==> config.mk <==
export PLATFORM = sky130hd
export DESIGN_NAME = imem_loader
export DESIGN_NICKNAME = d
export VERILOG_FILES = /design/src/rtl/imem_pkg.sv /design/src/rtl/imem_word_packer.sv /design/src/rtl/imem_loader.sv
export SDC_FILE = /design/constraint.sdc
export NUM_CORES = 1
export LEC_CHECK = 0
export CORE_ASPECT_RATIO = 1.25
export CORE_MARGIN = 2
export CORE_UTILIZATION = 55
export CTS_CLUSTER_SIZE = 10
export DETAILED_ROUTE_END_ITERATION = 12
export GPL_ROUTABILITY_DRIVEN = 0
export PLACE_DENSITY = 0.93
export SLEW_MARGIN = 20
export SYNTH_ARGS = -nofsm -noshare
export SYNTH_HDL_FRONTEND = slang
export SYNTH_SLANG_ARGS = --single-unit
==> constraint.sdc <==
create_clock -name clk -period 4.3 [get_ports clk]
set_clock_uncertainty 0.05 [all_clocks]
set_input_delay 0.43 -clock clk [delete_from_list [all_inputs] [get_ports clk]]
set_output_delay 0.43 -clock clk [all_outputs]
set_load 0.02 [all_outputs]
==> src/rtl/imem_pkg.sv <==
// Shared constants and state encoding for the instruction-RAM boot loader.
package imem_pkg;
    localparam int DEPTH_LOG2_DEF = 5;
    localparam int BYTE_W = 8;
    localparam int WORD_W = 32;

    typedef logic [1:0] state_t;
    localparam state_t ST_IDLE  = 2'd0;
    localparam state_t ST_LOAD  = 2'd1;
    localparam state_t ST_CHECK = 2'd2;
    localparam state_t ST_FIN   = 2'd3;
endpackage

==> src/rtl/imem_word_packer.sv <==
// Assembles big-endian 32-bit words from a byte stream; word_valid fires with the 4th byte.
module imem_word_packer
    import imem_pkg::*;
(
    input  logic              clk,
    input  logic              rst,
    input  logic              clear,
    input  logic [BYTE_W-1:0] byte_in,
    input  logic              strobe,
    output logic              word_valid,
    output logic [WORD_W-1:0] word
);
    logic [23:0] shreg;
    logic [1:0]  byte_idx;

    always_ff @(posedge clk) begin
        if (rst || clear) begin
            shreg    <= '0;
            byte_idx <= '0;
        end else if (strobe) begin
            shreg    <= {shreg[15:0], byte_in};
            byte_idx <= byte_idx + 2'd1;
        end
    end

    // The 4th byte is still on the bus, so the word is completed combinationally.
    assign word_valid = strobe && (byte_idx == 2'd3);
    assign word       = {shreg, byte_in};
endmodule

==> src/rtl/imem_loader.sv <==
// Boot loader: header / 4*N data bytes / XOR checksum, written word-wise into instruction RAM.
//   state    | meaning
//   IDLE     | waiting for a header byte
//   LOAD     | collecting data bytes, one RAM write per 4 bytes
//   CHECK    | waiting for the checksum byte
//   FIN      | done pulse; release cpu_hold when the checksum matched
module imem_loader
    import imem_pkg::*;
#(
    parameter int DEPTH_LOG2 = DEPTH_LOG2_DEF
) (
    input  logic                  clk,
    input  logic                  rst,
    input  logic [BYTE_W-1:0]     rx_data,
    input  logic                  rx_valid,
    output logic                  rx_ready,
    output logic                  we,
    output logic [DEPTH_LOG2-1:0] waddr,
    output logic [WORD_W-1:0]     wdata,
    output logic                  cpu_hold,
    output logic                  done,
    output logic                  err
);
    state_t                state;
    logic [DEPTH_LOG2-1:0] cnt_m1;
    logic [DEPTH_LOG2-1:0] word_idx;
    logic [BYTE_W-1:0]     csum;
    logic                  xfer;
    logic                  word_valid;
    logic [WORD_W-1:0]     word;

    assign rx_ready = (state != ST_FIN);
    assign xfer     = rx_valid && rx_ready;

    imem_word_packer u_packer (
        .clk        (clk),
        .rst        (rst),
        .clear      (xfer && (state == ST_IDLE)),
        .byte_in    (rx_data),
        .strobe     (xfer && (state == ST_LOAD)),
        .word_valid (word_valid),
        .word       (word)
    );

    always_ff @(posedge clk) begin
        if (rst) begin
            state    <= ST_IDLE;
            cnt_m1   <= '0;
            word_idx <= '0;
            csum     <= '0;
            err      <= 1'b0;
            cpu_hold <= 1'b1;
            we       <= 1'b0;
            waddr    <= '0;
            wdata    <= '0;
            done     <= 1'b0;
        end else begin
            we   <= 1'b0;
            done <= 1'b0;
            case (state)
                ST_IDLE: begin
                    if (xfer) begin
                        cnt_m1   <= rx_data[DEPTH_LOG2-1:0];
                        word_idx <= '0;
                        csum     <= '0;
                        err      <= 1'b0;
                        cpu_hold <= 1'b1;
                        state    <= ST_LOAD;
                    end
                end
                ST_LOAD: begin
                    if (xfer) begin
                        csum <= csum ^ rx_data;
                        if (word_valid) begin
                            we    <= 1'b1;
                            waddr <= word_idx;
                            wdata <= word;
                            // Stop at the last word rather than incrementing, so waddr never wraps.
                            if (word_idx == cnt_m1) state <= ST_CHECK;
                            else                    word_idx <= word_idx + 1'b1;
                        end
                    end
                end
                ST_CHECK: begin
                    if (xfer) begin
                        err   <= (rx_data != csum);
                        done  <= 1'b1;
                        state <= ST_FIN;
                    end
                end
                ST_FIN: begin
                    if (!err) cpu_hold <= 1'b0;
                    state <= ST_IDLE;
                end
                default: state <= ST_IDLE;
            endcase
        end
    end
endmodule

; ---- Yosys cells after proc, flatten, opt, wreduce, memory -nomap -nowiden
; Cells that the tools add are included.
[totals]
reg_bits = 87
latchBits = 0
mem_bits_rw = 0
rom_bits = 0
in_bits = 11
output_inout_bits = 42
word_cells = 72
mem_count = 0
[op_classes]
addsub = 2
multipliers = 0
n_div = 0
order_cmp = 0
n_eq_ne = 14
shifts = 0
mux = 22
bitwise = 4
n_reduce_logical = 18
[ops]
columns = op, count
row1 = $mux 5, 4
row2 = $mux 8, 2
row3 = $pmux 8 s2, 1
row4 = $ne 2x2->1 const B, 6
row5 = $reduce_and 3->1, 4
row6 = $mux 2, 5
row7 = $pmux 5 s2, 1
row8 = $reduce_and 5->1, 2
row9 = $ne 8x8->1, 1
row10 = $pmux 2 s4, 1
row11 = $xor 8x8->8, 1
row12 = $eq 2x2->1 const B, 3
row13 = $mux 1, 6
row14 = $reduce_bool 2->1, 3
row15 = $add 5x1->5 const B, 1
row16 = $eq 5x5->1, 1
row17 = $logic_and 1x1->1, 4
row18 = $ne 2x1->1 const B, 2
row19 = $pmux 1 s2, 2
row20 = $not 1->1, 3
row21 = $reduce_or 3->1, 1
row22 = $add 2x1->2 const B, 1
row23 = $eq 2x1->1 const B, 1
row24 = $logic_not 2->1, 1
row25 = 3 further kinds, 3

; ---- Depth between registers and ports, before layout
[depth]
depth_word = 7
depth_mapped = 9
mapped_depth_nobuf = 7

; ---- Modules after synthesis
; A second synthesis with hierarchy kept.
[unflattened]
cells_unflattened = 412
area_unflattened_um2 = 3603.5
[by_module_without_submodules]
columns = module, instances, cells_per_inst, area_each_um2, seq_area_each_um2
row1 = imem_loader, 1, 317, 2563.7, 1221.2
row2 = imem_word_packer, 1, 95, 1039.7, 520.5

; ---- Worst setup path after synthesis
; OpenSTA, ideal clock, no wires.
[synth_path]
path_type = register -> register
start = register state[0]
end = register word_idx[4]
setup_time_ns = 0.062
arrival_time_ns = 1.623
t_required_ns = 4.188
slack_ns = 2.564
path_stages_with_launch = 8
path_buffers = 1
synth_period_minus_slack_ns = 1.736
cell_sequence = dfxtp_1 ha_1 and3b_1 buf_4 and2_4 o21ai_2 or4_1 nand3_1
[synth_between]
elab_chain_cells = 6
word_cells_on_any_way = 13
classes_between = eq/ne (6) / mux (1) / reduce/logical (6)
[synth_lines]
columns = item, line_no
row1 = "start, declared", imem_loader.sv:24  ; state_t state;
row2 = "start signal, assigned", imem_loader.sv:47  ; state <= ST_IDLE;
row3 = "start signal, assigned", imem_loader.sv:68  ; state <= ST_LOAD;
row4 = "start signal, assigned", imem_loader.sv:79  ; if (word_idx == cnt_m1) state <= ST_CHECK;
row5 = $ne 2x2->1, imem_loader.sv:32  ; assign rx_ready = (state != ST_FIN);
row6 = $logic_and 1x1->1, imem_loader.sv:33  ; assign xfer = rx_valid && rx_ready;
row7 = $logic_and 1x1->1, imem_loader.sv:40  ; .strobe (xfer && (state == ST_LOAD)),
row8 = $logic_and 1x1->1, imem_word_packer.sv:27  ; assign word_valid = strobe && (byte_idx == 2'd3);
row9 = $ne 2x1->1 (no line), --
row10 = $reduce_and 5->1 (no line), --
row11 = "end signal, assigned", imem_loader.sv:80  ; else word_idx <= word_idx + 1'b1;
row12 = "end, declared", imem_loader.sv:26  ; logic [DEPTH_LOG2-1:0] word_idx;
; Several ways; a longest one is shown, not always the timed one.
; A chain may end at the register's enable or synchronous reset.

; ---- Worst setup path after layout
[layout_path]
start = register state[1]
end = register word_idx[4]
; Same word-level chain as after synthesis.

==> run metrics <==
Tot GR Track Use 23.2%; crit path from state[1]; DRC viols 0; clock sink count 87; area of the multi-input gates 1500 µm²; Synth cell types 35; drt first-iter violations 234; Rows 31; Clock H-tree levels 3; layout cells sized above 1 5.00%; Buf+Inv Stages, Crit Path 2; Hold Fails Final Rpt 0; Hold Crit Class register to register; DR WL/cell 13.4 µm; syn_nets 431; setup ws final 1.77 ns; largest net degree at the start of global routing 59; Leak 0.00143 µW; cts bufs inserted 9; Mapped Avg Cell Area 8.13 µm²; max_cap viols 0; period utilization 58.9%; Overflow after GRT 0; vias in the first global route 2685; Filler Cell Count 454; Syn-to-layout area delta 21.6%; core box area 5860 µm²; setup TNS 0 ns; critical path launch point type register; hold buffer count at cts 0; CTS Buffer Depth 2; RSZ-0062 raised after global routing no; TritonCTS clock tree done; synth warn 0; CP peak stage delay 0.51 ns; ant diodes 0; crit path to word_idx[4]; Post-DP Area 3900 µm²; DIE AREA 6760 µm²; Synth Register Bits 87; Slew headroom 37.4%; WP depth 8; DRT antenna net count 0; dpl hpwl 4650 µm; # resized after CTS 0; dpl ws 1.50 ns; sequential fraction of the synthesis area 51.8%; Crit Path Max Fanout 38; Slew @ Worst Pin 0.939 ns; fraction of registers with async set/reset 0%; data required time of the worst path 4.54 ns; max-slew violations 0; top-count cell post-synth nand2_1; Synth top cells by count 136 x nand2_1, 87 x dfxtp_1, 78 x a21oi_1; clock latency on the worst-skew pair 0.35 ns; main flop type after synthesis dfxtp_1; Initial Util 57.4%; final WL 7270 µm; RR Startpoint state[1]; Synth area leader dfxtp_1; top cell type's share of synthesized area 51.8%; DR pass1 iterations 5; fmax 395 MHz; pwr dens 431 nW/µm²; final instance area 4090 µm²; # IOs 53; post-layout util 69.9%; CP top delay family simple AND/OR/NAND/NOR gates; Worst Path Arrival 2.78 ns; Die Width 74.0 µm; port buffer count 52; nets 472; CP Capture Type register; Setup CP Type register to register; Netlist Area Pre-Place 3360 µm²; Finished Layout Cells 542; Post-CTS Setup Inserts 0; synthesized instance count 414; number of synthesized flops with an enable pin 0; clock-pin slew on the worst setup and hold paths 0.09 ns; Min Clock Period, post-route 2.53 ns; Worst R2R Setup Slack 1.77 ns; CTS root buf clkbuf_8; first-pass GRT wire length 12200 µm; sequential cell area 1740 µm²; total number of vias 2975; r2r endpoint word_idx[4]; Die Height 91.4 µm; slowest CP cell or4_1; FF-to-FF path depth 8; VDD IR-drop max 0.000254 V; CP cell instances inv_1, ha_1, and3b_1, buf_4, and2_4, o21ai_2, or4_1, nand3_1; antenna violations before repair 0; dpl cells 526; top post-synthesis cells by area dfxtp_1 52%, nand2_1 15%, a21oi_1 12%; Final setup violation count 0; drt via density 5.49; outcome completed
[placed cells by master, fill, tap and decap left out, types with 2 or more instances in the layout]
cell type and instances:
clkdlybuf4s50_1 51, ha_1 6, nand3b_1 2, o211a_1 7, inv_1 5, dfxtp_1 87
a21oi_1 78, nor3_1 10, nor2_1 8, inv_6 3, nand2_1 136, o31ai_1 2
buf_4 4, nand3_1 11, xnor2_1 10, o21ai_0 3, clkbuf_8 10, nand2b_1 2
o211ai_1 2, xor2_1 4
[cell families after synthesis]
group | synth area share, %
and+or+nand+nor | 21.3
AOI/OAI and AO/OA | 17.0
DFF | 51.8
buffers and inverters | 3.79
xor gates and xnor gates | 3.64
adders and majority gates | 2.23
muxes | 0.298
[worst min-delay path by stage]
stage / from / to / slack [ns] / cells after the start
floorplan: u_packer.shreg[23] / wdata[31] / 0.38 / 2
global placement: waddr[4] / waddr[4] / 0.39 / 2
detailed placement: wdata[24] / wdata[24] / 0.40 / 2
CTS: wdata[24] / wdata[24] / 0.41 / 2
global route: u_packer.byte_idx[1] / u_packer.byte_idx[1] / 0.43 / 2
finish: wdata[30] / wdata[30] / 0.41 / 2
[worst min-delay path, stage by stage, from the launching register on]
cell and delay (ns):
dfxtp_1 0.31, nand2_1 0.05, a21oi_1 0.05
[per-layer routing]
metal	global-route usage (%)	routed length, µm	vias to the layer above
met5	0	0	-
met4	14.4	211	0
met3	3.55	354	20
met2	36.2	3580	120
met1	29.3	3130	1362
li1	-	-	1473
[state kept, by name (all words and copies together) (netlist names)]
| register | count |
|---|---|
| waddr | 5 |
| word_idx | 5 |
| u_packer.byte_idx | 2 |
| u_packer.shreg | 24 |
| we | 1 |
| cnt_m1 | 5 |
| state | 2 |
| cpu_hold | 1 |
| wdata | 32 |
| err | 1 |
| done | 1 |
| csum | 8 |
[per-stage QoR]
stage / hold WS (ns) / total power, µW
final: 0.407 / 1760
after global routing: 0.432 / 1850
after CTS: 0.410 / 1770
after detailed placement: 0.398 / 1240
after global placement: 0.393 / 1220
after floorplan: 0.382 / 1150
[power breakdown]
part	total (µW)	leakage (µW)	switching (µW)	internal [µW]
clock	536	0.0000956	301	235
sequential	881	0.000703	33.6	848
combinational	345	0.000628	230	115
total	1760	0.00143	565	1200
[area by class of cell]
type,instances,share of cell area (%)
clock buffers,10,3.36
repair buffers,56,13.3
well taps,82,2.51
multi-input cells,296,36.5
flip-flops and latches,87,42.6
clock inverters,6,1.22
inverters,5,0.459
No activity file was read; power rests on OpenSTA's default activity.
